<file path="src/rtl/riscv_biu_arbiter.sv">
// ============================================================================
// riscv_biu_arbiter: shares one BIU port between fetch (I) and data (D) sides
// Revision: 1.0
// ============================================================================
`default_nettype none

module riscv_biu_arbiter #(
  parameter int XLEN           = 32,
  parameter int PHYS_ADDR_SIZE = XLEN,
  parameter int DEPTH          = 4
) (
  input  logic                      clk,
  input  logic                      rstn,

  input  logic                      ibiu_stb_i,
  output logic                      ibiu_stb_ack_o,
  input  logic [PHYS_ADDR_SIZE-1:0] ibiu_adri_i,
  input  logic [XLEN/8-1:0]         ibiu_be_i,
  input  logic [2:0]                ibiu_type_i,
  input  logic                      ibiu_lock_i,
  input  logic                      ibiu_we_i,
  input  logic [XLEN-1:0]           ibiu_di_i,
  input  logic                      ibiu_is_cacheable_i,
  input  logic                      ibiu_is_instruction_i,
  input  logic [1:0]                ibiu_prv_i,
  output logic [PHYS_ADDR_SIZE-1:0] ibiu_adro_o,
  output logic [XLEN-1:0]           ibiu_do_o,
  output logic                      ibiu_rack_o,
  output logic                      ibiu_err_o,

  input  logic                      dbiu_stb_i,
  output logic                      dbiu_stb_ack_o,
  input  logic [PHYS_ADDR_SIZE-1:0] dbiu_adri_i,
  input  logic [XLEN/8-1:0]         dbiu_be_i,
  input  logic [2:0]                dbiu_type_i,
  input  logic                      dbiu_lock_i,
  input  logic                      dbiu_we_i,
  input  logic [XLEN-1:0]           dbiu_di_i,
  input  logic                      dbiu_is_cacheable_i,
  input  logic                      dbiu_is_instruction_i,
  input  logic [1:0]                dbiu_prv_i,
  output logic [PHYS_ADDR_SIZE-1:0] dbiu_adro_o,
  output logic [XLEN-1:0]           dbiu_do_o,
  output logic                      dbiu_rack_o,
  output logic                      dbiu_err_o,

  output logic                      biu_stb_o,
  input  logic                      biu_stb_ack_i,
  output logic [PHYS_ADDR_SIZE-1:0] biu_adri_o,
  output logic [XLEN/8-1:0]         biu_be_o,
  output logic [2:0]                biu_type_o,
  output logic                      biu_lock_o,
  output logic                      biu_we_o,
  output logic [XLEN-1:0]           biu_di_o,
  output logic                      biu_is_cacheable_o,
  output logic                      biu_is_instruction_o,
  output logic [1:0]                biu_prv_o,
  input  logic [PHYS_ADDR_SIZE-1:0] biu_adro_i,
  input  logic [XLEN-1:0]           biu_do_i,
  input  logic                      biu_rack_i,
  input  logic                      biu_err_i
);

  localparam int AW = $clog2(DEPTH);
  localparam int CW = AW + 1;
  localparam logic [CW-1:0] FULL_CNT = CW'(DEPTH);
  localparam logic OWN_I = 1'b0;
  localparam logic OWN_D = 1'b1;

  logic [DEPTH-1:0] own_q;
  logic [4:0]       beats_q [DEPTH];
  logic [AW-1:0]    wr_ptr_q, wr_ptr_d;
  logic [AW-1:0]    rd_ptr_q, rd_ptr_d;
  logic [CW-1:0]    cnt_q, cnt_d;
  logic             lock_vld_q, lock_vld_d;
  logic             lock_own_q, lock_own_d;
  logic             last_gnt_q, last_gnt_d;

  logic             gnt;
  logic             gnt_stb;
  logic             owner_stb;
  logic             full;
  logic             empty;
  logic             accept;
  logic             head_own;
  logic [4:0]       head_beats;
  logic             rsp_rack;
  logic             rsp_err;
  logic             pop;
  logic             dec;

  function automatic logic [4:0] burst_beats(input logic [2:0] hburst);
    case (hburst)
      3'd2, 3'd3: burst_beats = 5'd4;
      3'd4, 3'd5: burst_beats = 5'd8;
      3'd6, 3'd7: burst_beats = 5'd16;
      default:    burst_beats = 5'd1;
    endcase
  endfunction

  // With nobody strobing the grant parks on last_grant so request fields stay stable
  always_comb begin
    gnt = last_gnt_q;
    if (lock_vld_q)                    gnt = lock_own_q;
    else if (ibiu_stb_i & ~dbiu_stb_i) gnt = OWN_I;
    else if (dbiu_stb_i & ~ibiu_stb_i) gnt = OWN_D;
    else if (ibiu_stb_i &  dbiu_stb_i) gnt = ~last_gnt_q;
  end

  assign full    = (cnt_q == FULL_CNT);
  assign empty   = (cnt_q == '0);
  assign gnt_stb = (gnt == OWN_D) ? dbiu_stb_i : ibiu_stb_i;

  assign biu_stb_o            = rstn & gnt_stb & ~full;
  assign biu_adri_o           = (gnt == OWN_D) ? dbiu_adri_i           : ibiu_adri_i;
  assign biu_be_o             = (gnt == OWN_D) ? dbiu_be_i             : ibiu_be_i;
  assign biu_type_o           = (gnt == OWN_D) ? dbiu_type_i           : ibiu_type_i;
  assign biu_lock_o           = (gnt == OWN_D) ? dbiu_lock_i           : ibiu_lock_i;
  assign biu_we_o             = (gnt == OWN_D) ? dbiu_we_i             : ibiu_we_i;
  assign biu_di_o             = (gnt == OWN_D) ? dbiu_di_i             : ibiu_di_i;
  assign biu_is_cacheable_o   = (gnt == OWN_D) ? dbiu_is_cacheable_i   : ibiu_is_cacheable_i;
  assign biu_is_instruction_o = (gnt == OWN_D) ? dbiu_is_instruction_i : ibiu_is_instruction_i;
  assign biu_prv_o            = (gnt == OWN_D) ? dbiu_prv_i            : ibiu_prv_i;

  assign accept         = biu_stb_o & biu_stb_ack_i;
  assign ibiu_stb_ack_o = accept & (gnt == OWN_I);
  assign dbiu_stb_ack_o = accept & (gnt == OWN_D);

  assign head_own   = own_q[rd_ptr_q];
  assign head_beats = beats_q[rd_ptr_q];
  assign rsp_rack   = biu_rack_i & ~empty;
  assign rsp_err    = biu_err_i  & ~empty;
  // An error retires the whole transaction, whatever beats remain
  assign pop        = rsp_err | (rsp_rack & (head_beats == 5'd1));
  assign dec        = rsp_rack & ~pop;

  assign ibiu_adro_o = biu_adro_i;
  assign dbiu_adro_o = biu_adro_i;
  assign ibiu_do_o   = biu_do_i;
  assign dbiu_do_o   = biu_do_i;
  assign ibiu_rack_o = rsp_rack & (head_own == OWN_I);
  assign ibiu_err_o  = rsp_err  & (head_own == OWN_I);
  assign dbiu_rack_o = rsp_rack & (head_own == OWN_D);
  assign dbiu_err_o  = rsp_err  & (head_own == OWN_D);

  assign owner_stb = (lock_own_q == OWN_D) ? dbiu_stb_i : ibiu_stb_i;

  always_comb begin
    wr_ptr_d   = accept ? wr_ptr_q + 1'b1 : wr_ptr_q;
    rd_ptr_d   = pop    ? rd_ptr_q + 1'b1 : rd_ptr_q;
    cnt_d      = cnt_q;
    if (accept & ~pop)      cnt_d = cnt_q + 1'b1;
    else if (pop & ~accept) cnt_d = cnt_q - 1'b1;
    last_gnt_d = accept ? gnt : last_gnt_q;
    lock_vld_d = lock_vld_q;
    lock_own_d = lock_own_q;
    if (accept) begin
      lock_vld_d = biu_lock_o;
      lock_own_d = gnt;
    end else if (lock_vld_q & ~owner_stb) begin
      lock_vld_d = 1'b0;
    end
  end

  always_ff @(posedge clk or negedge rstn) begin
    if (!rstn) begin
      own_q      <= '0;
      for (int i = 0; i < DEPTH; i++) beats_q[i] <= '0;
      wr_ptr_q   <= '0;
      rd_ptr_q   <= '0;
      cnt_q      <= '0;
      lock_vld_q <= 1'b0;
      lock_own_q <= OWN_I;
      last_gnt_q <= OWN_I;
    end else begin
      // accept never targets the head slot: it needs !full, dec needs !empty
      if (accept) begin
        own_q[wr_ptr_q]   <= gnt;
        beats_q[wr_ptr_q] <= burst_beats(biu_type_o);
      end
      if (dec) beats_q[rd_ptr_q] <= head_beats - 5'd1;
      wr_ptr_q   <= wr_ptr_d;
      rd_ptr_q   <= rd_ptr_d;
      cnt_q      <= cnt_d;
      lock_vld_q <= lock_vld_d;
      lock_own_q <= lock_own_d;
      last_gnt_q <= last_gnt_d;
    end
  end

endmodule

`default_nettype wire

</file>
<file path="config.mk">
export PLATFORM = sky130hd
export DESIGN_NAME = riscv_biu_arbiter
export DESIGN_NICKNAME = d
export VERILOG_FILES = /design/src/rtl/riscv_biu_arbiter.sv
export SDC_FILE = /design/constraint.sdc
export NUM_CORES = 1
export LEC_CHECK = 0
export ABC_AREA = 1
export CELL_PAD_IN_SITES_DETAIL_PLACEMENT = 1
export CELL_PAD_IN_SITES_GLOBAL_PLACEMENT = 2
export CORE_AREA = 2 2 168 170
export DETAILED_ROUTE_END_ITERATION = 8
export DIE_AREA = 0 0 170 172
export DONT_BUFFER_PORTS = 1
export HOLD_SLACK_MARGIN = 0.1
export PLACE_DENSITY = 0.56
export SETUP_SLACK_MARGIN = 0.15
export SYNTH_ARGS = -nofsm -noshare
export SYNTH_HDL_FRONTEND = slang
export SYNTH_SLANG_ARGS = --single-unit
</file>
<file path="constraint.sdc">
create_clock -name clk -period 3.41 [get_ports clk]
set_input_delay 0.682 -clock clk [delete_from_list [all_inputs] [get_ports clk]]
set_output_delay 0.682 -clock clk [all_outputs]
set_load 0.01 [all_outputs]
</file>
==> key figures <==
Timing
  – Max_slew headroom: 0.5642
  – Worst-margin pin slew: approximately 0.65 ns
  – Setup TNS: 0 ns
  – Count of final hold-check violations: 0
  – # setup viols final: 0
  – Max Clock Freq: between 300 and 400 MHz
  – Worst setup margin: ~0.57 ns
  – Min Tclk post-route: 2.843 ns
  – Count of final max-slew check failures: 0
  – Clock skew: between 0.007 and 0.008 ns
  – Worst hold slack: between 0.2 and 0.25 ns
  – Fin crit share: 0.8336
  – Unrepaired setup endpoints after global routing: no

Power
  – Sw frac: 0.5748
  – Internal: between 1.5 and 2 mW
  – Leak: 2.035 nW
  – Register share of total power: 0.195
  – Power Density: approximately 960 nW/µm²
  – Total Power: roughly 3.7 mW
  – Clk pwr share: 0.148
  – P_sw: 2.109 mW
  – Combinational fraction of design power: 0.657
  – Worst vdd ir: between 200 and 300 µV

Logic synthesis
  – Top FF cell, synth: dfrtp_1
  – Post-synth EDFFs: 0
  – Top cells by area, synth: nand2_1 34%, buf_4 23%, dfrtp_1 20%
  – Most frequent cells after synthesis: 380 x nand2_1, 129 x buf_4, 33 x dfrtp_1, 31 x inv_1, 20 x nor2_1
  – Area share of the largest cell type after synthesis: 0.3402
  – Synth warn: 0
  – Sequential area share after synthesis: 0.1970
  – Distinct cells, synth: 31
  – Syn Nets: around 930
  – Cell area after synthesis: between 4000 and 5000 µm²
  – Synth Register Bits: 33
  – Top-count cell post-synth: nand2_1
  – Asr flop ratio synth: 1.000
  – Cells after synthesis: 696
  – Synth area leader: nand2_1
  – Syn avg cell area: approximately 6.0 µm²

Critical path
  – Crit path arrival time: a little over 3 ns
  – Crit path launch type: register
  – Critical path type: register to register
  – Required time of the worst setup path: 3.58 ns
  – Worst-path fanout max: 10
  – Worst setup EP type: register

Routing
  – WL final: 17,080 µm
  – 1st-iter DRT viols: roughly 120
  – Via count: around 3,500
  – Residual DRC: 0
  – WL per Instance: 18.81 µm
  – 1st-pass router iterations: 4
  – Via-to-Cell Ratio: 3.852
  – Final ANT Viol Nets: 0

Floorplan
  – Core area: between 20,000 and 30,000 µm²
  – Initial Utilization: 0.1526
  – Die height: 172 µm
  – Die X: 170 µm
  – Io pins: between 400 and 500
  – Row count: 61
  – Die area: roughly 30,000 µm²

Global routing
  – Largest net degree at the start of global routing: just over 50
  – Vias in the first global route: between 3,000 and 4,000
  – Overflow after GRT: 0
  – Global-route wire length before repair: 23,670 µm
  – Initial antenna violation count: 0
  – Gr usage total: 0.1104

Finish
  – N_diodes: 0
  – Non-Filler Instances: ~900
  – Fin area: ~3800 µm²
  – Share of layout cells above drive strength 1: 0.08185
  – Layout Nets: 798
  – Area grow syn2layout: -9.251%
  – Fin util: 0.1385

Placed design
  – DP Area: between 3000 and 4000 µm²
  – Placed Cells: around 900
  – RD Place Congestion: slightly above 0.8
  – Post-place setup slack: roughly 0.56 ns
  – DP Wirelength: 14,320 µm
  – Number of port buffers: 0

Clocking
  – H-tree depth: 2
  – Post-CTS sizing: 0
  – CTS clock-pin slew for the worst setup and hold paths: roughly 0.060 ns
  – Num Clock Sinks: 33
  – CTS Buffer Depth: 2
  – Clock root buffer: clkbuf_16
  – TritonCTS Buffers: 5
  – CTS tree: done
  – Clock latency on the worst-skew pair: ~0.29 ns

Outcome
  – Status: finished, final reports clean

Job
  – Max-cap violations: 0

Hold path
  – Type of the worst min-delay path: input pin to asynchronous set/reset pin
final timing paths:
| check | start | to | slack (ns) | cells after the start |
|---|---|---|---|---|
| max | rd_ptr_q[1] | cnt_q[1] | 0.57 | 14 |
| min | rstn | beats_q[6] | 0.23 | 1 |
| max reg2reg | rd_ptr_q[1] | cnt_q[1] | 0.57 | 14 |
| min reg2reg | own_q[0] | own_q[0] | 0.49 | 2 |
| max in group asynchronous | rstn | beats_q[19] | 2.98 | 1 |
| min in group clk | own_q[0] | own_q[0] | 0.49 | 2 |
final cells by class:
cell class / instances / area [µm²]
multi-input combinational: 480 / 2177
clock inverter: 3 / 46.29
timing repair buffer: 5 / 62.56
inverter: 36 / 135.1
clock buffer: 5 / 125.1
fill: 3457 / 23670
sequential: 33 / 825.8
tap: 346 / 432.9
metal layers:
metal	GRT usage	part of all wire	up-vias	wire length, µm
li1	-	-	1702	-
met1	0.1405	0.43	1589	7291
met2	0.1870	0.49	186	8341
met4	0.02453	0.018	0	305
met3	0.02930	0.067	21	1140
met5	0	0	-	0
critical path, cell delays in order (launching register included):
cell and delay, ns:
dfrtp_1 0.56, inv_2 0.18, nand3_1 0.13, nand2_2 0.11, inv_1 0.07, ha_1 0.13, nand3_1 0.11, nor2_4 0.15
nand2_4 0.09, nand2_1 0.15, inv_1 0.07, ha_1 0.19, inv_1 0.10, fa_1 0.42, mux2_2 0.27
kinds of logic after synthesis:
group,synth area share
AOI/OAI and AO/OA,0.01790
xor gates and xnor gates,0.01641
adders and majority gates,0.03760
buffers and inverters,0.2838
DFF,0.1970
muxes,0.002686
and+or+nand+nor,0.4446
state kept, by name, summed over array words and instances (netlist names):
name,count
wr_ptr_q,2
rd_ptr_q,2
cnt_q,3
lock_own_q,1
own_q,4
beats_q,20
lock_vld_q,1
what timing repair did:
item | 4_1_cts | 5_1_grt
buffers inserted | 0 | 0
setup endpoints to repair | 0 | 0
endpoints found under the hold margin | 33 | 0
hold buffers | 1 | 0
layout by cell type (no fill, tap or decap), types with 2 or more instances in the layout:
master and count:
inv_1 30, nor2_2 4, nor2_1 20, buf_12 2
nand3_2 3, o21ai_0 7, nand2_1 380, ha_1 11
nand3_4 2, nor2_4 6, buf_4 3, inv_2 6
clkbuf_16 5, nand3b_1 2, xnor2_1 2, xor2_1 4
a21oi_1 2, nand4_1 9, dfrtp_1 33, nand2_4 3
nand3_1 11, nand2_2 6
power groups by stage:
stage               Combinational, mW  Sequential (mW)  Clock (mW)
CTS                              2.47            0.719       0.560
global route                     2.76            0.744       0.569
global placement                 2.44            0.721           0
finish                           2.41            0.716       0.544
detailed placement               2.45            0.722           0
floorplan                        2.02            0.671           0
Power figures use the tool's default switching activity.
